[config.mk]
export PLATFORM = sky130hd
export DESIGN_NAME = mgt_01_fp_round_unit
export DESIGN_NICKNAME = d
export VERILOG_FILES = /design/src/rtl/mgt_01_fp_round_unit_pkg.sv /design/src/rtl/mgt_01_fp_round_decision.sv /design/src/rtl/mgt_01_fp_round_unit.sv
export SDC_FILE = /design/constraint.sdc
export NUM_CORES = 1
export LEC_CHECK = 0
export BUFFER_PORTS_ARGS = -buffer_cell sky130_fd_sc_hd__buf_2
export CORE_MARGIN = 3
export CORE_UTILIZATION = 35
export DETAILED_ROUTE_END_ITERATION = 16
export PLACE_DENSITY = 0.68
export SKIP_LAST_GASP = 1
export SLEW_MARGIN = 20
export SYNTH_ARGS = -nofsm -noshare
export SYNTH_HDL_FRONTEND = slang
export SYNTH_SLANG_ARGS = --single-unit
export TNS_END_PERCENT = 100
[constraint.sdc]
create_clock -name clk_i -period 3.35 [get_ports clk_i]
set_input_delay 0.67 -clock clk_i [delete_from_list [all_inputs] [get_ports clk_i]]
set_output_delay 0.67 -clock clk_i [all_outputs]
set_load 0.02 [all_outputs]
[src/rtl/mgt_01_fp_round_unit_pkg.sv]
// Shared types and constants for the FPU rounding stage.
package mgt_01_fp_round_unit_pkg;

  typedef struct packed {
    logic        sign;
    logic [7:0]  exponent;
    logic [22:0] mantissa;
  } float_t;

  typedef enum logic {
    FREE = 1'b0,
    BUSY = 1'b1
  } fu_state_e;

  typedef enum logic [2:0] {
    RNE = 3'b000,
    RTZ = 3'b001,
    RDN = 3'b010,
    RUP = 3'b011,
    RMM = 3'b100,
    DYN = 3'b111
  } round_mode_e;

  // Accrued / per-op exception flags, MSB first: NV DZ OF UF NX.
  typedef struct packed {
    logic nv;
    logic dz;
    logic of;
    logic uf;
    logic nx;
  } fflags_t;

  typedef enum logic [1:0] {
    IDLE  = 2'b00,
    ROUND = 2'b01,
    VALID = 2'b10
  } round_state_e;

  localparam logic [31:0] CANO_NAN  = 32'h7FC0_0000;
  localparam logic [31:0] P_INFTY   = 32'h7F80_0000;
  localparam logic [31:0] N_INFTY   = 32'hFF80_0000;
  localparam logic [31:0] MAX_FLOAT = 32'h7F7F_FFFF;

  // Encodings 101, 110 and 111 cannot be used as an effective rounding mode.
  function automatic logic rm_reserved(input logic [2:0] rm);
    return (rm == 3'b101) || (rm == 3'b110) || (rm == 3'b111);
  endfunction

endpackage

[src/rtl/mgt_01_fp_round_decision.sv]
// Decides whether the truncated mantissa must be incremented for a rounding mode.
module mgt_01_fp_round_decision
  import mgt_01_fp_round_unit_pkg::*;
(
  input  logic        sign,
  input  logic        lsb,
  input  logic [2:0]  grs,
  input  round_mode_e rm,
  output logic        inc
);

  logic g;
  logic r;
  logic s;

  assign g = grs[2];
  assign r = grs[1];
  assign s = grs[0];

  // Increment rule per rounding mode; reserved modes never increment.
  always_comb begin
    inc = 1'b0;
    case (rm)
      RNE:     inc = g & (r | s | lsb);
      RTZ:     inc = 1'b0;
      RDN:     inc = sign & (g | r | s);
      RUP:     inc = ~sign & (g | r | s);
      RMM:     inc = g;
      default: inc = 1'b0;
    endcase
  end

endmodule

[src/rtl/mgt_01_fp_round_unit.sv]
// Rounding stage at the end of the FPU: applies the rounding mode, substitutes
// special results, and maintains the accrued fflags register.
module mgt_01_fp_round_unit
  import mgt_01_fp_round_unit_pkg::*;
#(
  parameter int EXP_W = 8,
  parameter int MAN_W = 23
) (
  input  logic                   clk_i,
  input  logic                   rst_n_i,
  input  logic                   clk_en_i,
  input  logic                   valid_i,
  output logic                   ready_o,
  input  logic [EXP_W+MAN_W:0]   to_round_i,
  input  logic [2:0]             grs_i,
  input  logic [2:0]             rm_i,
  input  logic [2:0]             frm_i,
  input  logic                   invalid_op_i,
  input  logic                   div_zero_i,
  input  logic                   overflow_i,
  input  logic                   underflow_i,
  output logic [EXP_W+MAN_W:0]   result_o,
  output logic                   valid_o,
  output logic [4:0]             op_flags_o,
  output logic [4:0]             fflags_o,
  input  logic                   fflags_clr_i,
  output logic                   illegal_rm_o,
  output fu_state_e              fu_state_o
);

  localparam int FP_W = 1 + EXP_W + MAN_W;

  round_state_e      state;
  fflags_t           fflags_q;

  logic [FP_W-1:0]   to_round_p0;
  logic [2:0]        grs_p0;
  logic [2:0]        rm_p0;
  logic              inv_p0;
  logic              dz_p0;
  logic              ovf_p0;
  logic              uf_p0;

  logic              sign_p0;
  logic [EXP_W-1:0]  exp_p0;
  logic [MAN_W-1:0]  man_p0;
  logic              inc_p0;
  logic [FP_W-1:0]   sum_p0;
  logic [FP_W-1:0]   rounded_p0;
  logic              is_nan_p0;
  logic              is_inf_p0;
  logic              rnd_ovf_p0;
  logic              reserved_p0;
  logic [FP_W+4:0]   res_p0;

  // Special-case substitution in priority order; returns {flags, value}.
  function automatic logic [FP_W+4:0] resolve(
    input logic [FP_W-1:0] raw,
    input logic [FP_W-1:0] rounded,
    input logic            reserved,
    input logic            is_nan,
    input logic            is_inf,
    input logic            inv,
    input logic            dz,
    input logic            ovf,
    input logic            uf,
    input logic            inexact,
    input logic [2:0]      rm
  );
    fflags_t         fl;
    logic [FP_W-1:0] val;
    logic [FP_W-1:0] inf_s;
    logic [FP_W-1:0] max_s;
    logic            sign;
    sign  = raw[FP_W-1];
    inf_s = sign ? N_INFTY : P_INFTY;
    max_s = {sign, MAX_FLOAT[FP_W-2:0]};
    fl    = '0;
    val   = rounded;
    if (reserved) begin
      val = '0;
    end else if (inv || is_nan) begin
      val   = CANO_NAN;
      fl.nv = inv;
    end else if (dz) begin
      val   = inf_s;
      fl.dz = 1'b1;
    end else if (ovf) begin
      fl.of = 1'b1;
      fl.nx = 1'b1;
      case (rm)
        RTZ:     val = max_s;
        RUP:     val = sign ? max_s : inf_s;
        RDN:     val = sign ? inf_s : max_s;
        default: val = inf_s;
      endcase
    end else if (uf) begin
      fl.uf = 1'b1;
      fl.nx = 1'b1;
      val   = {sign, {(FP_W-1){1'b0}}};
      if ((rm == RUP && !sign) || (rm == RDN && sign)) begin
        val[0] = 1'b1;
      end
    end else if (is_inf) begin
      val = raw;
    end else begin
      fl.nx = inexact;
    end
    return {fl, val};
  endfunction

  assign sign_p0 = to_round_p0[FP_W-1];
  assign exp_p0  = to_round_p0[FP_W-2 -: EXP_W];
  assign man_p0  = to_round_p0[MAN_W-1:0];

  mgt_01_fp_round_decision u_decision (
    .sign (sign_p0),
    .lsb  (man_p0[0]),
    .grs  (grs_p0),
    .rm   (round_mode_e'(rm_p0)),
    .inc  (inc_p0)
  );

  // Mantissa carry-out ripples naturally into the exponent field.
  assign sum_p0      = {1'b0, exp_p0, man_p0} + FP_W'(inc_p0);
  assign rounded_p0  = {sign_p0, sum_p0[FP_W-2:0]};
  assign is_nan_p0   = (&exp_p0) && (|man_p0);
  assign is_inf_p0   = (&exp_p0) && !(|man_p0);
  assign rnd_ovf_p0  = (&sum_p0[FP_W-2 -: EXP_W]) && !(&exp_p0);
  assign reserved_p0 = rm_reserved(rm_p0);

  assign res_p0 = resolve(to_round_p0, rounded_p0, reserved_p0, is_nan_p0, is_inf_p0,
                          inv_p0, dz_p0, ovf_p0 | rnd_ovf_p0, uf_p0, |grs_p0, rm_p0);

  // ---- stage p0: operand capture on accept ----
  always_ff @(posedge clk_i) begin
    if (clk_en_i && state == IDLE && valid_i) begin
      to_round_p0 <= to_round_i;
      grs_p0      <= grs_i;
      rm_p0       <= (rm_i == DYN) ? frm_i : rm_i;
      inv_p0      <= invalid_op_i;
      dz_p0       <= div_zero_i;
      ovf_p0      <= overflow_i;
      uf_p0       <= underflow_i;
    end
  end

  // ---- stage p1: FSM, registered result and accrued flags ----
  always_ff @(posedge clk_i or negedge rst_n_i) begin
    if (!rst_n_i) begin
      state        <= IDLE;
      valid_o      <= 1'b0;
      result_o     <= '0;
      op_flags_o   <= '0;
      illegal_rm_o <= 1'b0;
      fflags_q     <= '0;
    end else if (clk_en_i) begin
      valid_o <= 1'b0;
      if (fflags_clr_i) begin
        fflags_q <= '0;
      end
      case (state)
        IDLE: begin
          if (valid_i) begin
            state <= ROUND;
          end
        end
        ROUND: begin
          state        <= VALID;
          valid_o      <= 1'b1;
          result_o     <= res_p0[FP_W-1:0];
          op_flags_o   <= res_p0[FP_W+4:FP_W];
          illegal_rm_o <= reserved_p0;
          fflags_q     <= (fflags_clr_i ? fflags_t'('0) : fflags_q) | fflags_t'(res_p0[FP_W+4:FP_W]);
        end
        VALID: begin
          state <= IDLE;
        end
        default: begin
          state <= IDLE;
        end
      endcase
    end
  end

  assign ready_o    = (state == IDLE);
  assign fu_state_o = (state == IDLE) ? FREE : BUSY;
  assign fflags_o   = fflags_q;

endmodule

After elaboration in Yosys (flattened, before gate mapping)
Index checks and enable logic that the tools add are counted.
{"block": "totals", "reg_bits": 88, "input_bits": 50, "out_inout_bits": 46, "elab_cells": 90}
{"block": "op_classes", "n_addsub": 1, "n_eq_ne": 10, "mux": 30, "bitwise": 10, "n_reduce_logical": 22}
{"operator": "$mux 32", "count": 7}
{"operator": "$pmux 32 s3", "count": 1}
{"operator": "$mux 31", "count": 2}
{"operator": "$add 31x1->31", "count": 1}
{"operator": "$reduce_or 23->1", "count": 1}
{"operator": "$reduce_and 8->1", "count": 2}
{"operator": "$eq 3x3->1 const B", "count": 5}
{"operator": "$mux 5", "count": 3}
{"operator": "$mux 1", "count": 11}
{"operator": "$logic_and 1x1->1", "count": 7}
{"operator": "$eq 3x2->1 const B", "count": 2}
{"operator": "$mux 3", "count": 2}
{"operator": "$or 1x1->1", "count": 5}
{"operator": "$or 5x5->5", "count": 1}
{"operator": "$logic_or 1x1->1", "count": 4}
{"operator": "$mux 4", "count": 1}
{"operator": "$pmux 1 s4", "count": 1}
{"operator": "$pmux 2 s2", "count": 1}
{"operator": "$reduce_and 2->1", "count": 2}
{"operator": "$and 1x1->1", "count": 3}
{"operator": "$eq 3x1->1 const B", "count": 1}
{"operator": "$logic_not 1->1", "count": 3}
{"operator": "$logic_not 3->1", "count": 1}
{"operator": "$reduce_or 3->1", "count": 1}
{"operator": "5 further kinds", "count": 5}

Longest topological paths before layout
Gate-level depths: netlist (run 1).
{"block": "logic_depth", "depth_word": 14, "mapped_depth": 13, "depth_no_buf": 12}

Cells and area by module
A second synthesis (run 1) with hierarchy kept.
{"block": "unflattened", "hier_cells": 349, "hier_area_um2": 4262.8}
{"module": "mgt_01_fp_round_unit", "instances": 1, "cells_per_inst": 343, "area_per_inst_um2": 4212.8, "seq_area_each_um2": 2412.3}
{"module": "mgt_01_fp_round_decision", "instances": 1, "cells_per_inst": 6, "area_per_inst_um2": 50.0, "seq_area_each_um2": 0.0}

Least setup slack after synthesis (run 1)
No wires, ideal clock.
{"block": "synth_timing", "path_type": "flip-flop to flip-flop", "from": "register rm_p0[0]", "to": "register result_o[25]", "setup_ns": 0.150, "arrival_time_ns": 3.061, "t_required_ns": 3.200, "path_slack_ns": 0.140, "stages_incl_launch_ff": 13, "path_buffers": 0, "period_less_slack_ns": 3.210, "cell_sequence": "edfxtp_1 xnor2_1 nor3b_1 o21a_1 o22a_1 ha_1 nand4_1 nor4_2 nand3_1 xnor2_1 a41o_2 o21ai_1 o211ai_1"}
{"block": "synth_via", "elab_chain_cells": 10, "elab_cells_between_ends": 22, "cone_classes": "1 x add/sub; 7 x eq/ne; 8 x mux; 1 x bitwise; 5 x reduce/logical"}
{"element": "start: declaration", "line_no": "mgt_01_fp_round_unit.sv:38", "rtl": "logic [2:0] rm_p0;"}
{"element": "start signal: assignment", "line_no": "mgt_01_fp_round_unit.sv:140", "rtl": "rm_p0 <= (rm_i == DYN) ? frm_i : rm_i;"}
{"element": "$eq 3x3->1, or another cell as far along", "line_no": "mgt_01_fp_round_decision.sv:23", "rtl": "case (rm)"}
{"element": "$pmux 1 s4", "line_no": "mgt_01_fp_round_decision.sv:23"}
{"element": "$add 31x1->31", "line_no": "mgt_01_fp_round_unit.sv:125", "rtl": "assign sum_p0 = {1'b0, exp_p0, man_p0} + FP_W'(inc_p0);"}
{"element": "$reduce_and 8->1", "line_no": "mgt_01_fp_round_unit.sv:129", "rtl": "assign rnd_ovf_p0 = (&sum_p0[FP_W-2 -: EXP_W]) && !(&exp_p0);"}
{"element": "$logic_and 1x1->1", "line_no": "mgt_01_fp_round_unit.sv:129"}
{"element": "$or 1x1->1", "line_no": "mgt_01_fp_round_unit.sv:133", "rtl": "inv_p0, dz_p0, ovf_p0 | rnd_ovf_p0, uf_p0, |grs_p0, rm_p0);"}
{"element": "$mux 32", "line_no": "mgt_01_fp_round_unit.sv:88", "rtl": "end else if (ovf) begin"}
{"element": "$mux 32", "line_no": "mgt_01_fp_round_unit.sv:85", "rtl": "end else if (dz) begin"}
{"element": "$mux 32", "line_no": "mgt_01_fp_round_unit.sv:82", "rtl": "end else if (inv || is_nan) begin"}
{"element": "$mux 32 (*)", "line_no": "mgt_01_fp_round_unit.sv:80", "rtl": "if (reserved) begin"}
{"element": "end signal: assignment", "line_no": "mgt_01_fp_round_unit.sv:171", "rtl": "result_o <= res_p0[FP_W-1:0];"}
{"element": "end: declaration", "line_no": "mgt_01_fp_round_unit.sv:22", "rtl": "output logic [EXP_W+MAN_W:0] result_o,"}
Every way passes the cells marked *; elsewhere a longest branch is shown, timed or not.
A chain may end at the register's enable or synchronous reset.

Final worst setup path (run 1)
{"block": "layout_timing", "from": "register to_round_p0[31]", "to": "register result_o[18]"}
{"block": "layout_via", "elab_chain_cells": 11, "elab_cells_between_ends": 17, "cone_classes": "1 x add/sub; 10 x mux; 4 x bitwise; 2 x reduce/logical"}
{"element": "start: declaration", "line_no": "mgt_01_fp_round_unit.sv:36", "rtl": "logic [FP_W-1:0] to_round_p0;"}
{"element": "start signal: assignment", "line_no": "mgt_01_fp_round_unit.sv:138", "rtl": "to_round_p0 <= to_round_i;"}
{"element": "$not 1->1", "line_no": "mgt_01_fp_round_decision.sv:27", "rtl": "RUP: inc = ~sign & (g | r | s);"}
{"element": "$and 1x1->1", "line_no": "mgt_01_fp_round_decision.sv:27"}
{"element": "$pmux 1 s4", "line_no": "mgt_01_fp_round_decision.sv:23"}
{"element": "$add 31x1->31", "line_no": "mgt_01_fp_round_unit.sv:125"}
{"element": "$reduce_and 8->1", "line_no": "mgt_01_fp_round_unit.sv:129"}
{"element": "$logic_and 1x1->1", "line_no": "mgt_01_fp_round_unit.sv:129"}
{"element": "$or 1x1->1", "line_no": "mgt_01_fp_round_unit.sv:133"}
{"element": "$mux 32 (*)", "line_no": "mgt_01_fp_round_unit.sv:88"}
{"element": "$mux 32 (*)", "line_no": "mgt_01_fp_round_unit.sv:85"}
{"element": "$mux 32 (*)", "line_no": "mgt_01_fp_round_unit.sv:82"}
{"element": "$mux 32 (*)", "line_no": "mgt_01_fp_round_unit.sv:80"}
Marks and branches as above.

==> results of run 1 <==
-- timing repair --
action | CTS | global route
setup buffers | 0 | 3
endpoints found under the setup margin | 26 | 37
pin swaps | 0 | 3
gates resized for setup | 1 | 7
cloned | 0 | 0
-- worst max-delay path: cells and delay by family, from the launching register on --
family / cells / cell delay (ps)
xor+xnor: 2 / 380
flops: 1 / 420
fa+ha+maj: 1 / 210
simple gates: 5 / 1010
buf+inv: 1 / 180
compound gates: 4 / 810
-- through the flow --
step | cells | hold slack [ps] | area (um2)
after floorplan | 339 | 374 | 3980
after global placement | 570 | 458 | 4610
after detailed placement | 570 | 462 | 4610
after CTS | 586 | 477 | 4930
after global routing | 590 | 244 | 5000
final | 590 | 229 | 5000
-- sequential cells by signal (all words and copies together), names as in the netlist --
name	count
dz_p0	1
fflags_o	5
grs_p0	3
illegal_rm_o	1
inv_p0	1
op_flags_o	5
ovf_p0	1
result_o	32
rm_p0	3
state	2
to_round_p0	32
uf_p0	1
valid_o	1
-- placed cells by master, fill, tap and decap left out, drive strengths merged, types with 2 or more instances in the layout --
cell and n:
xnor2 18, nor2b 5, ha 2, o21ai 7
buf 105, and3 4, clkbuf 10, bufinv 2
nor3 8, nor4 8, a22o 2, a21oi 4
nand3 14, o21a 4, o211ai 25, nand2b 3
nor2 19, nand4 13, inv 8, dfrtp 46
or4 2, or3 3, clkinvlp 3, a21o 8
mux2i 2, edfxtp 42, or2 2, o31ai 3
xor2 12, nand2 53
-- power by group through the flow --
stage	registers (uW)	clock network, uW	logic (uW)
2_1_floorplan	1520	0	194
3_3_place_gp	1410	0	526
3_5_place_dp	1410	0	536
4_1_cts	1390	1050	536
5_1_grt	1410	1100	589
6_report	1390	1030	539
-- logic make-up after synthesis --
family,Yosys count
and+or+nand+nor,138
DFF,88
AOI/OAI and AO/OA,61
xor gates and xnor gates,30
buffers and inverters,18
muxes,2
adders and majority gates,2
-- layer usage --
layer  part of all wire (%)  wire length [um]  GRT usage, %
met1                     47              4290          20.4
met2                     47              4310          21.6
met3                    3.4               311          2.41
met4                    2.8               256          8.09
met5                      0                 0             0
-- area by class of cell --
type | count | area (um2)
fillers | 1030 | 5980
flip-flops and latches | 88 | 2410
multi-input cells | 233 | 1500
repair buffers | 105 | 574
clock buffers | 10 | 229
well taps | 140 | 175
clock inverters | 6 | 83.8
inverters | 8 | 30.0
-- worst min path at each step --
stage / start / endpoint / slack (ps) / cells after the start
finish: rst_n_i / illegal_rm_o / 230 / 1
global route: rst_n_i / fflags_o[3] / 240 / 1
CTS: op_flags_o[1] / op_flags_o[1] / 480 / 1
detailed placement: op_flags_o[1] / op_flags_o[1] / 460 / 1
global placement: op_flags_o[0] / op_flags_o[0] / 460 / 1
floorplan: rst_n_i / fflags_o[0] / 370 / 0
==> reports/qor.txt, run 1 <==
Hpwl dp = 7090 um
Hold Buf Count CTS = 0
Worst-margin pin slew = 930 ps
Number of diodes = 0
Hold Vio Cnt, Final = 0
Die Y = 113 um
Share of cells above drive strength 1 = 30.4%
Post-synthesis mux area share = 0.597%
Area leader, netlist = edfxtp_1
Max FO, Critical Path = 20
Core area = 11000 um2
Longest Clk Path Bufs = 2
Total CTS buffers = 9
Seq pwr share = 47.0%
Setup TNS = 0 ps
First drt pass iteration count = 4
Post-synth top flop = dfrtp_1
Ordered cell list for the critical path = xnor2_1 -> nor3b_2 -> o21a_1 -> o22a_1 -> ha_2 -> nand4_1 -> nor4_2 -> nand3_1 -> xnor2_1 -> a41oi_4 -> nand3b_2 -> buf_8 -> o211ai_1
Fin crit period = 3120 ps
Port-buffer cells = 95
Clock Sinks = 88
H-Tree Level Count = 3
Fin crit share = 93.0%
Via Count = 2954
Relative slew slack = 38.0%
Pins over their slew limit = 0
Critical path's slowest cell = edfxtp_1
Final Setup Violations = 0
Largest net degree at the start of global routing = 47
Synth Area per Inst = 11.8 um2
Clk_lat worst skew = 330 ps
Power Density = 591 nW/um2
Post-route total power = 2960 uW
Nets = 497
Rows = 38
RR Endpoint = result_o[18]
Die footprint = 12700 um2
Crit end category = register
Clock power share = 34.8%
Status = completed
Post-Synth Simple-Gate Area = 17.3%
Setup ws final = 235 ps
Top cells by area, synth = edfxtp_1 32%, dfrtp_1 29%, nand2_1 5.0%, o211ai_1 4.5%, xnor2_1 4.0%
Vias in the first global route = 2946
Leakage power = 0.00214 uW
Area share of fa/ha/maj cells after synthesis = 0.628%
Yosys reg bits = 88
Warnings from Yosys = 0
Routed Wire Length = 9160 um
CTS clock-pin slew for the worst setup and hold paths = 60 ps
GR Overflow Total = 0
First-pass GRT wire length = 14600 um
FFs w/ async S/R, synth = 52.3%
CP Data Required Time = 3600 ps
Worst R2R Start = to_round_p0[31]
Worst Hold Class = primary input to asynchronous set/reset pin
CP Launch Point = to_round_p0[31]
Critical Path Start Type = register
Crit path top cell by count = xnor2_1
WL/cell = 15.5 um
Main combinational cell family by area after synthesis = simple AND/OR/NAND/NOR gates
Antenna violations before repair = 0
Area Growth Syn to Fin = 25.6%
Total GRT Usage = 14.6%
Starting DRT DRC Count = 231
Syn nets = 391
Pint = 2140 uW
Maxcap violations = 0
CTS root buf = clkbuf_16
Die X = 113 um
Number of remaining DRC errors = 0
Fmax achieved = 321 MHz
CTS tree = done
Post-Syn Area = 3980 um2
Post-Synth XOR/XNOR Area = 6.60%
Mapped Cells = 339
Number of synthesized flops with an enable pin = 42
Comb pwr share = 18.2%
CP arrival = 3360 ps
Top-area cell type share of the netlist area = 31.7%
Kind of critical path = register to register
Net Sw Frac = 27.8%
R2r worst-path depth = 13
Max stage delay on crit path = 420 ps
Gpl congestion = 0.883
Worst setup path end = result_o[18]
Peak VDD IR = 0.256 mV
Vias per cell = 5.01
I/O pins = 96
Compound-gate portion of the synthesized area = 11.9%
Clock Skew = 7.54 ps
Detail Route Antenna Nets = 0
Synth cell count leaders = 53 x nand2_1, 46 x dfrtp_1, 42 x edfxtp_1, 24 x o211ai_1, 19 x nor2_1
Setup slack at placement = -64.7 ps
R2R setup slack = 230 ps
Initial Utilization = 36.3%
Seq/Total Area, Yosys = 60.6%
Net Switching = 822 uW
Most common cell in the netlist = nand2_1
Final core occ = 45.6%
Unique masters post-synth = 46
No activity file was read; power rests on OpenSTA's default activity.
==> run 2: changes to the inputs <==
--- a/config.mk
+++ b/config.mk
@@ -6,7 +6,6 @@
 export NUM_CORES = 1
 export LEC_CHECK = 0
 export BUFFER_PORTS_ARGS = -buffer_cell sky130_fd_sc_hd__buf_2
-export CORE_MARGIN = 3
 export CORE_UTILIZATION = 35
 export DETAILED_ROUTE_END_ITERATION = 16
 export PLACE_DENSITY = 0.68
==> constraint.sdc (replaced) <==
create_clock -name clk_i -period 3.35 [get_ports clk_i]
set_input_delay 0.67 -clock clk_i [delete_from_list [all_inputs] [get_ports clk_i]]
set_output_delay 0.67 -clock clk_i [all_outputs]
set_load 0.05 [all_outputs]
==> run 2 against run 1 <==
Register-to-register slack worse by 110 ps. Clock skew about the same. Clock-buffer cell count up 3. Largest cell class unchanged.
==> reports/qor.txt, run 2 (same netlist as run 1, synthesis figures left out) <==
Status = completed
CTS tree = done
Fmax achieved = 310 MHz
CTS clock-pin slew for the worst setup and hold paths = 60 ps
FF+latch area = 2410 um2
Final Instance Area = 4950 um2
H-Tree Level Count = 3
Commonest non-fill, non-tap cell in the layout = buf_2
GR Overflow Total = 0
Vias per cell = 5.11
Maxcap violations = 0
Nets = 497
Leakage power = 0.00214 uW
Via Count = 3012
Crit path top cell by count = ha_1
CP Data Required Time = 3590 ps
Vias in the first global route = 2885
Rows = 38
Critical Path Start Type = register
CP arrival = 3470 ps
Fin crit period = 3230 ps
First-pass GRT wire length = 14100 um
Die footprint = 11800 um2
Worst Hold Class = primary input to asynchronous set/reset pin
Footprint of the multi-input gates = 1490 um2
Number of remaining DRC errors = 0
Final Setup Violations = 0
Antenna violations before repair = 0
Dpl cells = 571
Number of diodes = 0
DP Area = 4620 um2
Longest Clk Path Bufs = 2
Routed Wire Length = 9040 um
Hold Buf Count CTS = 0
First drt pass iteration count = 5
Power Density = 629 nW/um2
Clock Sinks = 88
Hold slack = 323 ps
Area Growth Syn to Fin = 24.2%
Final core occ = 45.0%
Post-route total power = 3110 uW
Peak VDD IR = 0.382 mV
Hold Vio Cnt, Final = 0
WL/cell = 15.3 um
Clock Skew = 7.21 ps
Clk_lat worst skew = 340 ps
Relative slew slack = 37.7%
Total CTS buffers = 9
CTS root buf = clkbuf_16
Fin crit share = 96.3%
Die Y = 109 um
Most frequent cells in the layout = 94 x buf_2, 53 x nand2_1, 46 x dfrtp_1
FILL cells = 1044
Total GRT Usage = 15.9%
Die X = 109 um
Largest net degree at the start of global routing = 47
Crit end category = register
Layout Cells excl Fill = 590
Port-buffer cells = 95
Starting DRT DRC Count = 272
Core area = 11000 um2
I/O pins = 96
Pins over their slew limit = 0
Share of cells above drive strength 1 = 30.2%
Critical path's slowest cell = or4_4
Gpl congestion = 0.919
Max stage delay on crit path = 550 ps
Hpwl dp = 6900 um
Max FO, Critical Path = 6
Largest registers = result_o (32), to_round_p0 (32)
Detail Route Antenna Nets = 0
Initial Utilization = 36.3%
Worst-margin pin slew = 934 ps
Ordered cell list for the critical path = xnor2_1 -> nor3b_2 -> o21a_1 -> o22a_1 -> ha_1 -> ha_1 -> nand4_1 -> or4_4 -> a21oi_2 -> a41oi_4 -> buf_4 -> mux2i_1 -> o31ai_1
Kind of critical path = register to register
run 2: cell types whose count changed in the layout (fill, tap and decap cells not counted), sizes merged:
cell,before,now
clkbuf,10,13
clkinvlp,3,0
bufinv,2,0
clkinv,1,3
run 2: timing repair:
item,4_1_cts,5_1_grt
setup buffers,0,3
endpoints found under the setup margin,0,37
resized for setup,0,4
run 2: per-stage QoR:
step,setup WS (ps),TNS [ps]
after CTS,0.510,0
final,122,0
after global placement,155,0
after detailed placement,32.6,0
after floorplan,140,0
after global routing,-35.4,-35.4
run 2: final cells by class:
type	instances	share of cell area [%]
Clock inverter	3	0.303
Sequential cell	88	48.8
Clock buffer	13	5.36
Inverter	8	0.607
Tap cell	140	3.54
Timing Repair Buffer	105	11.3
Multi-Input combinational cell	233	30.2
run 2: power breakdown:
group / switching, uW / total [uW] / internal (uW)
clock: 374 / 926 / 552
combinational: 597 / 795 / 198
sequential: 103 / 1390 / 1290
total: 1070 / 3110 / 2040
run 2: worst paths after layout:
check / start / to / slack (ps) / depth (start not counted)
max in group asynchronous: rst_n_i / result_o[16] / 2640 / 1
worst min-delay path: rst_n_i / illegal_rm_o / 320 / 1
worst min register to register: op_flags_o[1] / op_flags_o[1] / 470 / 1
min in group clk_i: op_flags_o[1] / op_flags_o[1] / 470 / 1
worst max register to register: rm_p0[0] / result_o[22] / 120 / 13
worst max-delay path: rm_p0[0] / result_o[22] / 120 / 13
run 2: routing by layer:
layer	vias up	GRT usage [%]	part of all wire, %
met4	0	6.76	1.5
met5	-	0	0
met3	11	3.89	4.9
met1	1470	21.2	46
met2	75	24.7	48
li1	1456	-	-
run 2: critical path, delay by kind of cell (launching register included):
kind | cells | cell delay [ps]
simple gates | 3 | 860
compound gates | 5 | 920
mux | 1 | 130
buf+inv | 1 | 200
xor+xnor | 1 | 170
fa+ha+maj | 2 | 420
flops | 1 | 450
